### config.mk
export PLATFORM = sky130hd
export DESIGN_NAME = pmp_access_ctrl_flat
export DESIGN_NICKNAME = d
export VERILOG_FILES = /design/src/rtl/pmp_access_ctrl_if.sv /design/src/rtl/pmp_access_ctrl.sv /design/src/flat_wrapper.sv
export SDC_FILE = /design/constraint.sdc
export NUM_CORES = 1
export LEC_CHECK = 0
export ABC_AREA = 0
export CAP_MARGIN = 15
export CORE_MARGIN = 3
export CORE_UTILIZATION = 45
export CTS_CLUSTER_DIAMETER = 200
export DETAILED_ROUTE_END_ITERATION = 8
export PLACE_DENSITY = 0.83
export SYNTH_ARGS = -nofsm -noshare
export SYNTH_HDL_FRONTEND = slang
export SYNTH_SLANG_ARGS = --single-unit
### constraint.sdc
create_clock -name clock -period 4.4 [get_ports clock]
set_input_delay 0.66 -clock clock [delete_from_list [all_inputs] [get_ports clock]]
set_output_delay 0.66 -clock clock [all_outputs]
set_load 0.005 [all_outputs]
### src/rtl/pmp_access_ctrl_if.sv
// Bundle of the pipeline request/response, pmp and data-memory signals of
// the access sequencer. The controller takes the master modport (it drives
// pmp and memory and answers the pipeline); the environment takes slave.
interface pmp_access_ctrl_if #(
   parameter int CNT_W = 16
);
   // pipeline request
   logic             req_valid;
   logic             req_ready;
   logic [31:0]      req_addr;
   logic [1:0]       req_size;
   logic [1:0]       req_oper;
   logic [1:0]       req_priv;
   logic [31:0]      req_wdata;
   // pmp
   logic [31:0]      addr;
   logic [1:0]       size;
   logic [1:0]       oper;
   logic [1:0]       priv_mode;
   logic [1:0]       permission;
   // data memory
   logic             mem_valid;
   logic             mem_ready;
   logic             mem_we;
   logic [31:0]      mem_addr;
   logic [1:0]       mem_size;
   logic [31:0]      mem_wdata;
   logic [31:0]      mem_rdata;
   // pipeline response
   logic             rsp_valid;
   logic             rsp_ready;
   logic [31:0]      rsp_rdata;
   logic             rsp_fault;
   logic [3:0]       exc_cause;
   logic [31:0]      exc_tval;
   logic [CNT_W-1:0] fault_count;

   modport master (
      input  req_valid, req_addr, req_size, req_oper, req_priv, req_wdata,
             permission, mem_ready, mem_rdata, rsp_ready,
      output req_ready, addr, size, oper, priv_mode,
             mem_valid, mem_we, mem_addr, mem_size, mem_wdata,
             rsp_valid, rsp_rdata, rsp_fault, exc_cause, exc_tval, fault_count
   );

   modport slave (
      output req_valid, req_addr, req_size, req_oper, req_priv, req_wdata,
             permission, mem_ready, mem_rdata, rsp_ready,
      input  req_ready, addr, size, oper, priv_mode,
             mem_valid, mem_we, mem_addr, mem_size, mem_wdata,
             rsp_valid, rsp_rdata, rsp_fault, exc_cause, exc_tval, fault_count
   );
endinterface

### src/rtl/pmp_access_ctrl.sv
// Load/store/fetch sequencer in front of the pmp: one request at a time,
// pmp check, optional memory access with timeout, precise response.
module pmp_access_ctrl #(
   parameter int MEM_TIMEOUT = 16,
   parameter int CNT_W       = 16
) (
   input  logic              clock,
   input  logic              reset,
   pmp_access_ctrl_if.master bus
);
   localparam logic [1:0] OP_READ  = 2'd0;
   localparam logic [1:0] OP_WRITE = 2'd1;
   localparam logic [1:0] OP_EXEC  = 2'd2;
   localparam logic [1:0] OP_RSV   = 2'd3;
   localparam logic [7:0] TO_LAST  = 8'(MEM_TIMEOUT - 1);

   typedef enum logic [1:0] {IDLE, CHECK, MEM, RESP} state_t;

   typedef struct packed {
      logic [31:0] addr;
      logic [1:0]  size;
      logic [1:0]  oper;
      logic [1:0]  priv;
      logic [31:0] wdata;
   } req_t;

   typedef struct packed {
      logic        fault;
      logic [3:0]  cause;
      logic [31:0] tval;
      logic [31:0] rdata;
   } rsp_t;

   state_t           state_q, state_d;
   req_t             req_q;
   rsp_t             rsp_q;
   logic             mem_we_q;
   logic [7:0]       to_cnt;
   logic [CNT_W-1:0] fault_cnt;
   logic             mis, chk_fault, mem_to, rsp_fire;
   logic [3:0]       chk_cause;

   // Access-fault cause by operation; the misaligned cause is always one less.
   function automatic logic [3:0] acc_cause(input logic [1:0] op);
      case (op)
         OP_EXEC:  acc_cause = 4'd1;
         OP_READ:  acc_cause = 4'd5;
         OP_WRITE: acc_cause = 4'd7;
         default:  acc_cause = 4'd2;
      endcase
   endfunction

   assign mis      = (req_q.size == 2'd1 && req_q.addr[0]) ||
                     (req_q.size == 2'd2 && req_q.addr[1:0] != 2'b00);
   assign mem_to   = (state_q == MEM) && !bus.mem_ready && (to_cnt == TO_LAST);
   assign rsp_fire = (state_q == RESP) && bus.rsp_ready;

   // CHECK-stage fault priority: misalign, then reserved encodings, then pmp.
   // A reserved oper has no misaligned cause, so it always reports illegal.
   always_comb begin
      chk_fault = 1'b1;
      chk_cause = 4'd0;
      if (mis && req_q.oper != OP_RSV)
         chk_cause = acc_cause(req_q.oper) - 4'd1;
      else if (req_q.size == 2'd3 || req_q.oper == OP_RSV)
         chk_cause = 4'd2;
      else if (bus.permission != 2'b11)
         chk_cause = acc_cause(req_q.oper);
      else
         chk_fault = 1'b0;
   end

   // State register.
   always_ff @(posedge clock or negedge reset) begin
      if (!reset) state_q <= IDLE;
      else        state_q <= state_d;
   end

   // Next-state logic.
   always_comb begin
      state_d = state_q;
      case (state_q)
         IDLE:  if (bus.req_valid)                  state_d = CHECK;
         CHECK: state_d = chk_fault ? RESP : MEM;
         MEM:   if (bus.mem_ready || mem_to)        state_d = RESP;
         RESP:  if (bus.rsp_ready)                  state_d = IDLE;
         default:                                   state_d = IDLE;
      endcase
   end

   // Request capture on accept and response capture from CHECK / MEM.
   // A successful response carries tval=0 and cause=0.
   always_ff @(posedge clock or negedge reset) begin
      if (!reset) begin
         req_q    <= '0;
         rsp_q    <= '0;
         mem_we_q <= 1'b0;
      end else begin
         case (state_q)
            IDLE: if (bus.req_valid) begin
               req_q    <= '{addr: bus.req_addr, size: bus.req_size, oper: bus.req_oper,
                             priv: bus.req_priv, wdata: bus.req_wdata};
               mem_we_q <= (bus.req_oper == OP_WRITE);
            end
            CHECK: if (chk_fault)
               rsp_q <= '{fault: 1'b1, cause: chk_cause, tval: req_q.addr, rdata: 32'd0};
            MEM: begin
               if (bus.mem_ready)
                  rsp_q <= '{fault: 1'b0, cause: 4'd0, tval: 32'd0,
                             rdata: mem_we_q ? 32'd0 : bus.mem_rdata};
               else if (mem_to)
                  rsp_q <= '{fault: 1'b1, cause: acc_cause(req_q.oper),
                             tval: req_q.addr, rdata: 32'd0};
            end
            default: ;
         endcase
      end
   end

   // Memory wait counter; cleared when the response is taken.
   always_ff @(posedge clock or negedge reset) begin
      if (!reset)                                to_cnt <= 8'd0;
      else if (rsp_fire)                         to_cnt <= 8'd0;
      else if (state_q == MEM && !bus.mem_ready) to_cnt <= to_cnt + 8'd1;
   end

   // Saturating count of faulted responses accepted by the pipeline.
   always_ff @(posedge clock or negedge reset) begin
      if (!reset)
         fault_cnt <= '0;
      else if (rsp_fire && rsp_q.fault && fault_cnt != {CNT_W{1'b1}})
         fault_cnt <= fault_cnt + 1'b1;
   end

   assign bus.req_ready   = (state_q == IDLE);
   assign bus.addr        = req_q.addr;
   assign bus.size        = req_q.size;
   assign bus.oper        = req_q.oper;
   assign bus.priv_mode   = req_q.priv;
   assign bus.mem_valid   = (state_q == MEM);
   assign bus.mem_we      = mem_we_q;
   assign bus.mem_addr    = req_q.addr;
   assign bus.mem_size    = req_q.size;
   assign bus.mem_wdata   = req_q.wdata;
   assign bus.rsp_valid   = (state_q == RESP);
   assign bus.rsp_rdata   = rsp_q.rdata;
   assign bus.rsp_fault   = rsp_q.fault;
   assign bus.exc_cause   = rsp_q.cause;
   assign bus.exc_tval    = rsp_q.tval;
   assign bus.fault_count = fault_cnt;
endmodule

### src/flat_wrapper.sv
// flat-port wrapper written by rule: the top's interface ports become plain ports
module pmp_access_ctrl_flat 
#(
   parameter int MEM_TIMEOUT = 16,
   parameter int CNT_W       = 16
)
  (clock, reset, bus_req_valid, bus_req_addr, bus_req_size, bus_req_oper, bus_req_priv, bus_req_wdata, bus_permission, bus_mem_ready, bus_mem_rdata, bus_rsp_ready, bus_req_ready, bus_addr, bus_size, bus_oper, bus_priv_mode, bus_mem_valid, bus_mem_we, bus_mem_addr, bus_mem_size, bus_mem_wdata, bus_rsp_valid, bus_rsp_rdata, bus_rsp_fault, bus_exc_cause, bus_exc_tval, bus_fault_count);
  pmp_access_ctrl_if #(.CNT_W(CNT_W)) bus_i ();
  input  logic clock;
  input  logic reset;
  input wire logic [$bits(bus_i.req_valid)-1:0] bus_req_valid;
  input wire logic [$bits(bus_i.req_addr)-1:0] bus_req_addr;
  input wire logic [$bits(bus_i.req_size)-1:0] bus_req_size;
  input wire logic [$bits(bus_i.req_oper)-1:0] bus_req_oper;
  input wire logic [$bits(bus_i.req_priv)-1:0] bus_req_priv;
  input wire logic [$bits(bus_i.req_wdata)-1:0] bus_req_wdata;
  input wire logic [$bits(bus_i.permission)-1:0] bus_permission;
  input wire logic [$bits(bus_i.mem_ready)-1:0] bus_mem_ready;
  input wire logic [$bits(bus_i.mem_rdata)-1:0] bus_mem_rdata;
  input wire logic [$bits(bus_i.rsp_ready)-1:0] bus_rsp_ready;
  output wire logic [$bits(bus_i.req_ready)-1:0] bus_req_ready;
  output wire logic [$bits(bus_i.addr)-1:0] bus_addr;
  output wire logic [$bits(bus_i.size)-1:0] bus_size;
  output wire logic [$bits(bus_i.oper)-1:0] bus_oper;
  output wire logic [$bits(bus_i.priv_mode)-1:0] bus_priv_mode;
  output wire logic [$bits(bus_i.mem_valid)-1:0] bus_mem_valid;
  output wire logic [$bits(bus_i.mem_we)-1:0] bus_mem_we;
  output wire logic [$bits(bus_i.mem_addr)-1:0] bus_mem_addr;
  output wire logic [$bits(bus_i.mem_size)-1:0] bus_mem_size;
  output wire logic [$bits(bus_i.mem_wdata)-1:0] bus_mem_wdata;
  output wire logic [$bits(bus_i.rsp_valid)-1:0] bus_rsp_valid;
  output wire logic [$bits(bus_i.rsp_rdata)-1:0] bus_rsp_rdata;
  output wire logic [$bits(bus_i.rsp_fault)-1:0] bus_rsp_fault;
  output wire logic [$bits(bus_i.exc_cause)-1:0] bus_exc_cause;
  output wire logic [$bits(bus_i.exc_tval)-1:0] bus_exc_tval;
  output wire logic [$bits(bus_i.fault_count)-1:0] bus_fault_count;
  assign bus_i.req_valid = bus_req_valid;
  assign bus_i.req_addr = bus_req_addr;
  assign bus_i.req_size = bus_req_size;
  assign bus_i.req_oper = bus_req_oper;
  assign bus_i.req_priv = bus_req_priv;
  assign bus_i.req_wdata = bus_req_wdata;
  assign bus_i.permission = bus_permission;
  assign bus_i.mem_ready = bus_mem_ready;
  assign bus_i.mem_rdata = bus_mem_rdata;
  assign bus_i.rsp_ready = bus_rsp_ready;
  assign bus_req_ready = bus_i.req_ready;
  assign bus_addr = bus_i.addr;
  assign bus_size = bus_i.size;
  assign bus_oper = bus_i.oper;
  assign bus_priv_mode = bus_i.priv_mode;
  assign bus_mem_valid = bus_i.mem_valid;
  assign bus_mem_we = bus_i.mem_we;
  assign bus_mem_addr = bus_i.mem_addr;
  assign bus_mem_size = bus_i.mem_size;
  assign bus_mem_wdata = bus_i.mem_wdata;
  assign bus_rsp_valid = bus_i.rsp_valid;
  assign bus_rsp_rdata = bus_i.rsp_rdata;
  assign bus_rsp_fault = bus_i.rsp_fault;
  assign bus_exc_cause = bus_i.exc_cause;
  assign bus_exc_tval = bus_i.exc_tval;
  assign bus_fault_count = bus_i.fault_count;
  pmp_access_ctrl #(.MEM_TIMEOUT(MEM_TIMEOUT), .CNT_W(CNT_W)) u_core (.clock(clock), .reset(reset), .bus(bus_i));
endmodule
Word level (Yosys, flattened, before mapping)
Index checks and enable logic that the tools add are counted.
{ "op_classes": {"eq_ne": 19, "mux": 20, "reduce_logical": 20, "add_sub_neg": 3} }
{ "op_table": {"columns": ["op", "n"], "rows": [
  ["two-way mux 69 bit", 3],
  ["case mux 69 bit (2 select lines)", 1],
  ["two-way mux 32 bit", 1],
  ["adder 16 x 1 -> 16 bit (second input constant)", 1],
  ["two-way mux 4 bit", 4],
  ["two-way mux 8 bit", 2],
  ["inequality test 16 bit (second input constant)", 1],
  ["equality test 2 bit (second input constant)", 6],
  ["case mux 3 bit (3 select lines)", 1],
  ["adder 8 x 1 -> 8 bit (second input constant)", 1],
  ["equality test 2 x 1 -> 1 bit (second input constant)", 4],
  ["equality test 8 x 4 -> 1 bit (second input constant)", 1],
  ["logical AND 1 bit", 8],
  ["inequality test 2 bit (second input constant)", 4],
  ["case mux 2 bit (4 select lines)", 1],
  ["two-way mux 2 bit", 3],
  ["AND reduction 3 bit", 2],
  ["nonzero test 2 bit", 3],
  ["logical NOT 2 bit", 2],
  ["two-way mux 1 bit", 4],
  ["inequality test 2 x 1 -> 1 bit (second input constant)", 2],
  ["subtractor 4 x 1 -> 4 bit (second input constant)", 1],
  ["logical OR 1 bit", 3],
  ["inequality test 3 x 2 -> 1 bit (second input constant)", 1],
  ["2 further kinds", 2]
]} }
{ "word_totals": {"inputBits": 109, "register_bits": 166, "output_inout_bits": 193} }

Logic depth before layout (Yosys ltp)
Gate-level depths: netlist (run 1).
{ "depth": {"ltp_word": 9, "mapped_depth": 10} }

Least setup slack after synthesis (run 1)
OpenSTA, ideal clock, no wires.
{ "synth_path": {"path_kind": "reg-to-reg", "from": "register u_core.state_q[0]", "to": "register u_core.rsp_q (netlist bit u_core.bus.exc_cause[0])", "required_ns": 4.272, "path_stages_with_launch": 10, "arrival_ns": 1.945, "path_buffers": 3, "path_slack_ns": 2.327, "cell_sequence": "dfrtp_1 > inv_1 > ha_1 > nor2b_1 > buf_2 > o41ai_4 > o211ai_1 > buf_2 > buf_6 > mux2_1"} }
{ "synth_via": {"elab_chain_cells": 5, "elab_cells_between_ends": 9, "cone_classes": "4 x eq/ne; 1 x mux; 4 x reduce/logical"} }
{ "synth_rtl": {"columns": ["element", "line_no", "rtl"], "rows": [
  ["start: declaration", "pmp_access_ctrl.sv:34", "state_t state_q, state_d;"],
  ["start signal: assignment", "pmp_access_ctrl.sv:76", "else state_q <= state_d;"],
  ["equality test 2 bit (*)", null, null],
  ["via bus_mem_valid", "flat_wrapper.sv:26", "output wire logic [$bits(bus_i.mem_valid)-1:0] bus_mem_valid;"],
  ["logical AND 1 bit (2 in a row)", "pmp_access_ctrl.sv:55", "assign mem_to = (state_q == MEM) && !bus.mem_ready && (to_cnt == TO_LAST);"],
  ["inequality test 3 x 2 -> 1 bit (no source line)", null, null],
  ["AND reduction 3 bit (no source line)", null, null],
  ["end signal: assignment", "pmp_access_ctrl.sv:106", "rsp_q <= '{fault: 1'b1, cause: chk_cause, tval: req_q.addr, rdata: 32'd0};"],
  ["end signal: assignment", "pmp_access_ctrl.sv:109", "rsp_q <= '{fault: 1'b0, cause: 4'd0, tval: 32'd0,"],
  ["end signal: assignment", "pmp_access_ctrl.sv:112", "rsp_q <= '{fault: 1'b1, cause: acc_cause(req_q.oper),"],
  ["end: declaration", "pmp_access_ctrl.sv:36", "rsp_t rsp_q;"]
]} }
The timed path passes the listed nets; every way through them passes the cells marked *.
A chain may end at the register's enable or synchronous reset.

Final worst setup path (run 1)
{ "layout_path": {"from": "register u_core.state_q[0]", "to": "register u_core.rsp_q (netlist bit u_core.bus.rsp_rdata[24])"} }
{ "layout_via": {"elab_chain_cells": 5, "elab_cells_between_ends": 9, "cone_classes": "4 x eq/ne; 1 x mux; 4 x reduce/logical"} }
{ "layout_rtl": {"columns": ["element", "line_no"], "rows": [
  ["equality test 2 bit", "pmp_access_ctrl.sv:55, pmp_access_ctrl.sv:99"],
  ["logical AND 1 bit (2 in a row)", "pmp_access_ctrl.sv:55"],
  ["inequality test 3 x 2 -> 1 bit (no source line)", null],
  ["AND reduction 3 bit (no source line)", null]
]} }
Parallel ways exist; a longest one is shown, timed or not.

==> metrics.txt, run 1 <==
status finished clean; leading cell type in the layout, fill and taps excluded clkdlybuf4s50_1; Peak supply drop around 0.00040 V; first-pass GRT wire length 30,800 um; Worst-Margin Slew 1.06 ns; utilization after layout 68.6%; HP Class in -> async; max-cap viol count 0; RSZ-0062 raised after global routing no; Routed Antenna Nets 0; CTS tree done; Clock Skews 0.00984 ns; async set-reset flop share out of synthesis 100%; Post-synth EDFFs 0; max_slew headroom 29.2%; Main synth FF type dfrtp_1; Required @ worst endpoint 4.73 ns; Final nets around 1,000; Root Driver clkbuf_16; min cycle time layout 3.16 ns; Slew Limit Fails 0; Seq cells post-synth 166; distinct cell type count after synthesis 40; num ports 302; Sink Count 166; Syn Nets about 740; insertion delay to the later sink of the worst-skew pair 0.41 ns; Crit Path Class reg -> reg; Post-CTS Resized 0; Leak Pwr slightly below 5 nW; layout cells sized above 1 12.7%; width of the die 134 um; fillers around 1,200; n_diodes 0; Synth Cell Area 7370 um2; number of iterations in the first detailed-routing pass 4; largest net degree at the start of global routing 98; Initial Util 46.2%; hpwl dp about 14,000 um; Layout area overhead 48.5%; WL final ~19,000 um; # setup viols final 0; Final Cycle Share approximately 70%; Total GRT Usage 21.6%; Fmax 317 MHz; commonest cells after routing, fill and taps aside clkdlybuf4s50_1, dfrtp_1, nand2_1; Setup crit end kind register; full die area 17,900 um2; DRC 0; routed vias/inst a little under 5; chip height approximately 130 um; CTS Buf Count 17; # Post-CTS Setup Buffers 0; crit path max fanout 23; port buffer count 301; Max Buffers Root-to-Sink 2; average size of a mapped cell 11.8 um2; Vias ~5,500; setup_tns 0 ns; total core area between 15,000 and 20,000 um2; initial drt markers 234; # rows 46; sequential share of the synthesized area between 50% and 60%; routed wire length per instance between 15 and 20 um; PD cells between 700 and 800 nW/um2; vias in the first global route 5,879; # hold bufs at CTS 0; post-synthesis cell count 623; final hold violation count 0; Data arrival, critical path between 3 and 4 ns; Clk pin slew, worst setup/hold paths 0.06 ns; startpoint types register; warnings from Yosys 0; GP Congestion 0.826; total gr overflow 0; initial antenna violation count 0; CTS HTree Levels 4
-- critical path, cell delays in order (launching register included) --
cell and delay (ns):
dfrtp_1 0.43, inv_1 0.15, ha_1 0.32, nor2b_1 0.66, o41ai_4 0.22, o211ai_1 0.54, buf_4 0.50, mux2i_1 0.25
-- synthesized netlist by cell type, types with 3 or more instances --
cell,number,area share [%]
and3_1,4,0.34
xor2_1,15,1.8
o21ai_0,3,0.20
ha_1,7,1.2
dfrtp_1,166,56
mux2i_1,65,8.8
inv_1,72,3.7
a21oi_1,9,0.61
xnor2_1,5,0.59
nand2b_1,3,0.25
mux2_2,71,11
and2_1,3,0.25
buf_4,38,3.9
nand3_1,10,0.68
buf_2,3,0.20
nor2_1,17,0.87
a211oi_1,3,0.31
clkbuf_1,14,0.71
nand4_1,8,0.68
nand2_1,76,3.9
mux2_1,3,0.46
-- cells by family after synthesis --
| group | share of synthesized area [%] |
|---|---|
| and+or+nand+nor | 8.78 |
| muxes | 20.1 |
| DFF | 56.4 |
| AOI/OAI and AO/OA | 2.34 |
| xor gates and xnor gates | 2.38 |
| adders and majority gates | 1.19 |
| buffers and inverters | 8.76 |
-- registers in the layout (all words and copies together) (netlist names), 4 cells and up --
name                    flops
u_core.bus.exc_cause        4
u_core.bus.fault_count     16
u_core.to_cnt               8
u_core.bus.rsp_rdata       32
u_core.bus.exc_tval        32
u_core.bus.addr            32
u_core.bus.mem_wdata       32
-- per-stage QoR --
step | setup slack (ns) | hold WS [ns] | power [mW] | instances | cell area, um2
floorplan | 2.33 | 0.364 | 4.49 | 623 | 7370
global placement | 1.11 | 0.473 | 6.27 | 1089 | 10300
detailed placement | 1.02 | 0.471 | 6.38 | 1089 | 10300
CTS | 1.21 | 0.247 | 7.90 | 1121 | 10900
global route | 0.932 | 0.272 | 8.29 | 1121 | 10900
finish | 1.24 | 0.231 | 7.80 | 1121 | 10900
-- where the power goes --
part / internal (mW) / leakage, nW / total [mW] / switching [mW]
combinational: 2.25 / 2.58 / 3.63 / 1.38
clock: 0.882 / 0.289 / 1.48 / 0.598
sequential: 2.17 / 2.08 / 2.68 / 0.513
total: 5.30 / 4.95 / 7.80 / 2.49
-- metal layers --
| layer | vias to the layer above | share of wire [%] | GRT usage [%] |
|---|---|---|---|
| met5 | - | 0 | 0 |
| met1 | 2687 | 40 | 25.5 |
| met3 | 28 | 8.6 | 8.03 |
| met2 | 203 | 49 | 36.5 |
| met4 | 0 | 2.0 | 7.14 |
| li1 | 2554 | - | - |
-- worst paths after layout --
path / from / to / slack (ns) / depth (start not counted)
worst min-delay path: reset / u_core.bus.rsp_rdata[15] / 0.23 / 1
min in group clock: u_core.bus.exc_cause[3] / u_core.bus.exc_cause[3] / 0.48 / 1
worst max-delay path: u_core.state_q[0] / u_core.bus.rsp_rdata[24] / 1.24 / 7
worst max register to register: u_core.state_q[0] / u_core.bus.rsp_rdata[24] / 1.24 / 7
worst min register to register: u_core.bus.exc_cause[3] / u_core.bus.exc_cause[3] / 0.48 / 1
max in group asynchronous: reset / u_core.bus.mem_we / 3.22 / 2
-- area by class of cell --
| class | instances | area (um2) | share of cell area (%) |
|---|---|---|---|
| Multi-Input combinational cell | 328 | 2580 | 23.6 |
| Sequential cell | 166 | 4150 | 38.0 |
| Timing Repair Buffer | 307 | 3070 | 28.1 |
| Tap cell | 216 | 270 | 2.47 |
| Clock inverter | 11 | 125 | 1.14 |
| Clock buffer | 21 | 470 | 4.30 |
| Inverter | 72 | 270 | 2.47 |
Power figures use the tool's default switching activity.
==> inputs of run 2 (changes only) <==
Settings changed: CORE_UTILIZATION 45 to 43, PLACE_DENSITY 0.83 to 0.8.
Clock period 4.4 ns to 3.17 ns, I/O delays scaled along.
==> run 2 against run 1 <==
Maximum frequency increased by 34%. Sequential share of layout area decreased by 0.21 points. Power is 40% higher. Largest cell class unchanged. Sequential cell count unchanged. Core utilization decreased by 2.8 points. Highest routed layer unchanged.
==> metrics.txt, run 2 (synthesized netlist as in run 1, its figures left out) <==
status finished clean; DRC 0 (unchanged); commonest cells after routing, fill and taps aside clkdlybuf4s50_1, dfrtp_1, nand2_1; Net Sw Frac 31.6% (-0.34 points); port buffer count 301 (unchanged); RSZ-0062 raised after global routing no; Data arrival, critical path 2.64 ns (-0.84 ns); vias in the first global route 5,802 (-1.3%); hpwl dp 14,100 um (+0.23%); insertion delay to the later sink of the worst-skew pair 0.41 ns (about the same); clock share of power 19.4% (+0.4 points); Crit Path Class reg -> reg; Clk pin slew, worst setup/hold paths 0.06 ns (about the same); CP delay by family, top buffers and inverters; leading cell type in the layout, fill and taps excluded clkdlybuf4s50_1; Internal 7.47 mW (+41%); final hold violation count 0 (unchanged); layout cells sized above 1 12.8% (+0.082 points); routed vias/inst 4.79 (-1.9%); initial antenna violation count 0 (unchanged); Routed Antenna Nets 0 (unchanged); num ports 302 (unchanged); power share of the sequential group 33.8% (-0.6 points); number of iterations in the first detailed-routing pass 4 (unchanged); Worst-Margin Slew 0.974 ns (-0.0837 ns); slowest library cell on the worst path dfrtp_1; CP peak stage delay 0.42 ns (-0.24 ns); Required @ worst endpoint 3.46 ns (-1.27 ns); # hold bufs at CTS 0 (unchanged); Psw 3.46 mW (+39%); Initial Util 44.1% (-2.1 points); Clock Skews 0.00902 ns (-0.000824 ns); n_diodes 0 (unchanged); Total GRT Usage 20.6% (-0.93 points); Vias 5,399 (-1.3%); crit path max fanout 32 (+39%); Final Cycle Share 74.1% (+2.3 points); Max Buffers Root-to-Sink 2 (unchanged); # setup viols final 0 (unchanged); worst-path cell chain inv_1 -> ha_1 -> nor2b_1 -> buf_4 -> o41ai_4 -> o211ai_1 -> buf_12 -> mux2_1; routed wire length per instance 17.1 um (about the same); largest net degree at the start of global routing 73 (-26%); register area 4150 um2 (unchanged); Post-CTS Resized 0 (unchanged); Final nets 1,010 (+0.20%); first-pass GRT wire length 30,200 um (-1.9%); max-cap viol count 0 (unchanged); Layout area overhead 49.3%; setup_tns 0 ns (unchanged); fillers 1,328 (+11%); Leak Pwr 4.97 nW (+0.49%); chip height 137 um (+2.2%); # Post-CTS Setup Buffers 0 (unchanged); critical path buffer and inverter count 3 (+1); GP Congestion 0.830 (+0.40%); PD cells 994 nW/um2 (+39%); max_slew headroom 35.1% (+5.9 points); CTS HTree Levels 4 (unchanged); CTS tree done; Root Driver clkbuf_16; combinational share of power 46.8% (+0.2 points); Fmax 426 MHz (+34%); Peak supply drop 0.000581 V (+44%); Sink Count 166 (unchanged); Slew Limit Fails 0 (unchanged); min cycle time layout 2.35 ns (-0.808 ns); total gr overflow 0 (unchanged); WL final 19,200 um (+0.53%); multi-input logic area 2580 um2 (unchanged); HP Class in -> async; full die area 18,700 um2 (+4.4%); initial drt markers 262 (+12%); startpoint types register; total core area 16,700 um2 (+4.8%); Placed Cells incl. Taps 1,095 (+0.55%); width of the die 137 um (+2.2%); Setup crit end kind register; # rows 47 (+2.2%); Final Non-Filler Cells 1,127 (+0.54%); CTS Buf Count 17 (unchanged)
## run 2: cell types whose count changed in the layout (fill, tap and decap cells not counted)
cell	previous run	this run
clkinv_2	3	2
clkbuf_8	3	2
bufinv_16	2	3
buf_12	1	3
clkbuf_1	1	2
## run 2: routing by layer
layer,vias to the layer above,track usage [%],share of wire (%)
li1,2554,-,-
met3,19,7.94,10
met4,0,6.54,1.6
met1,2602,24.8,40
met2,224,34.3,49
met5,-,0,0
## run 2: path summary, 6_finish.rpt
| check | start | endpoint | slack, ns | depth (start not counted) |
|---|---|---|---|---|
| worst max-delay path | u_core.state_q[0] | u_core.bus.exc_cause[1] | 0.82 | 8 |
| worst min-delay path | reset | u_core.bus.fault_count[9] | 0.08 | 1 |
| worst max register to register | u_core.state_q[0] | u_core.bus.exc_cause[1] | 0.82 | 8 |
| worst min register to register | u_core.bus.exc_cause[3] | u_core.bus.exc_cause[3] | 0.48 | 1 |
| max in group asynchronous | reset | u_core.bus.exc_tval[31] | 2.29 | 2 |
| min in group clock | u_core.bus.exc_cause[3] | u_core.bus.exc_cause[3] | 0.48 | 1 |
## run 2: layout make-up
type / instances / area share, %
clock inverter: 11 / 1.37
clock buffer: 21 / 4.19
timing repair buffer: 309 / 28.3
sequential: 166 / 37.8
tap: 220 / 2.50
multi-input combinational: 328 / 23.4
inverter: 72 / 2.46
## run 2: power groups by stage
stage | combinational [mW] | sequential [mW] | clock (mW)
6_report | 5.11 | 3.70 | 2.12
5_1_grt | 5.56 | 3.83 | 2.25
4_1_cts | 5.21 | 3.71 | 2.17
3_5_place_dp | 5.18 | 3.73 | 0
3_3_place_gp | 5.07 | 3.70 | 0
2_1_floorplan | 2.56 | 3.66 | 0
## run 2: per-stage QoR
stage	power [mW]	setup slack (ns)	hold slack (ns)	instance area [um2]	utilization (%)
final	10.9	0.820	0.0803	11000	65.9
after global routing	11.6	0.653	0.114	11000	65.9
after CTS	11.1	0.798	0.0903	11000	65.9
after detailed placement	8.92	0.755	0.471	10400	62.2
after global placement	8.78	0.795	0.470	10400	62.2
after floorplan	6.23	1.10	0.180	7370	-
==> inputs of run 3 (changes only) <==
Clock period 3.17 ns to 2.3 ns, I/O delays scaled along.
==> run 3 against run 2 <==
Combinational power grew 40%. Setup slack worse by 0.65 ns. Sequential power is 37% higher. Core utilization up 0.32 points. Via count shrank 0.85%. Die area is the same. Largest power group unchanged.
==> metrics.txt, run 3 (synthesized netlist as in run 1, its figures left out) <==
status finished clean; layout cells sized above 1 13.2% (+0.38 points); Layout area overhead 50.0%; power share of the sequential group 33.7% (about the same); Post-CTS Resized 0 (unchanged); full die area 18,700 um2 (unchanged); setup_tns 0 ns (unchanged); clock share of power 18.5% (-0.9 points); PD cells 1360 nW/um2 (+37%); Psw 4.69 mW (+36%); Setup crit end kind primary output; CTS Buf Count 17 (unchanged); Post-DP Area 10,500 um2 (+0.87%); post-route cell area 11,100 um2 (+0.49%); Fmax roughly 470 MHz; Data arrival, critical path 1.78 ns (-0.86 ns); Crit Path Class reg -> out; Slew Limit Fails 0 (unchanged); vias in the first global route 5,696 (-1.8%); total gr overflow 0 (unchanged); hpwl dp 14,000 um (-1.2%); initial drt markers 202 (-23%); Initial Util 44.1% (unchanged); chip height 137 um (unchanged); Worst-Margin Slew 0.688 ns (-0.286 ns); port buffer count 301 (unchanged); max-cap viol count 0 (unchanged); Final nets 1,018 (+0.79%); max_slew headroom 53.8% (+19 points); Vias 5,353 (-0.85%); Clock Skews 0.0114 ns (+0.00238 ns); combinational share of power 47.8% (+1.0 points); min cycle time layout 2.13 ns; DRC 0 (unchanged); Net Sw Frac 31.3% (-0.37 points); GP Congestion 0.772 (-6.9%); HP Class in -> async; largest net degree at the start of global routing 56 (-23%); Internal 10.3 mW (+38%); Root Driver clkbuf_16; Peak supply drop 0.000753 V (+30%); first-pass GRT wire length 29,400 um (-2.4%); leading cell type in the layout, fill and taps excluded clkdlybuf4s50_1; width of the die 137 um (unchanged); Final Cycle Share 92.4%; initial antenna violation count 1 (+1); Sink Count 166 (unchanged); num ports 302 (unchanged); startpoint types register; total core area 16,700 um2 (unchanged); RSZ-0062 raised after global routing no; CTS tree done; # setup viols final 0 (unchanged); commonest cells after routing, fill and taps aside clkdlybuf4s50_1, dfrtp_1, nand2_1; routed wire length per instance 16.6 um (-2.5%); Leak Pwr 5.00 nW (+0.52%); n_diodes 0 (unchanged); crit path max fanout 6 (-81%); WL final 18,800 um (-2.2%); final hold violation count 0 (unchanged); # rows 47 (unchanged); number of iterations in the first detailed-routing pass 4 (unchanged); routed vias/inst 4.73 (-1.2%); Max Buffers Root-to-Sink 2 (unchanged); Total GRT Usage 20.2% (-0.40 points); CTS HTree Levels 4 (unchanged); Routed Antenna Nets 0 (unchanged); Required @ worst endpoint 1.96 ns (-1.50 ns); insertion delay to the later sink of the worst-skew pair 0.42 ns (about the same); Clk pin slew, worst setup/hold paths 0.06 ns (about the same)
==> run 3: path summary, 6_finish.rpt <==
check,startpoint,endpoint,slack (ns),cells after the start
setup reg to reg,u_core.state_q[0],u_core.bus.exc_tval[10],0.25,8
hold reg to reg,u_core.bus.fault_count[7],u_core.bus.fault_count[7],0.50,1
setup / recovery,u_core.state_q[0],bus_mem_valid,0.17,4
hold / removal,reset,u_core.bus.fault_count[15],0.39,2
min in group clock,bus_mem_rdata[15],u_core.bus.rsp_rdata[15],0.48,3
max in group asynchronous,reset,u_core.bus.mem_we,1.22,3
==> run 3: cell type report <==
cell class,instances,area (um2)
Clock buffer,18,429
Inverter,72,270
Fill cell,1298,5650
Multi-Input combinational cell,328,2580
Sequential cell,166,4150
Timing Repair Buffer,317,3210
Tap cell,220,275
Clock inverter,10,135
==> run 3: through the flow <==
stage          power, mW  std cells  hold slack (ns)  utilization [%]  setup slack (ns)
6_report            15.0       1131            0.389             66.2             0.174
5_1_grt             16.0       1131            0.409             66.2            0.0742
4_1_cts             15.2       1131            0.377             66.2             0.135
3_5_place_dp        12.4       1102            0.252             62.7             0.187
3_3_place_gp        12.2       1102            0.257             62.7             0.257
2_1_floorplan       8.59        623           0.0494                -             0.227
==> run 3: power groups by stage <==
stage	Clock, mW	Sequential [mW]	Combinational (mW)
2_1_floorplan	0	5.05	3.53
3_3_place_gp	0	5.07	7.14
6_report	2.77	5.06	7.17
5_1_grt	2.96	5.24	7.79
3_5_place_dp	0	5.10	7.26
4_1_cts	2.85	5.08	7.30
==> run 3: worst max-delay path, stage by stage (launching register included) <==
cell,delay (ns)
dfrtp_1,0.41
inv_1,0.14
ha_1,0.17
buf_4,0.14
clkdlybuf4s50_1,0.51
==> run 3: what timing repair did <==
action	in CTS	in global routing
setup buffers	0	0
hold buffers	1	0
endpoints found under the hold margin	28	0
endpoints found under the setup margin	0	0
==> run 3: routing by layer <==
metal | vias up | routed length (um) | GRT usage (%)
li1 | 2560 | - | -
met1 | 2569 | 7580 | 24.0
met2 | 201 | 9180 | 33.6
met3 | 21 | 1750 | 8.20
met4 | 2 | 296 | 6.65
met5 | - | 13 | 0
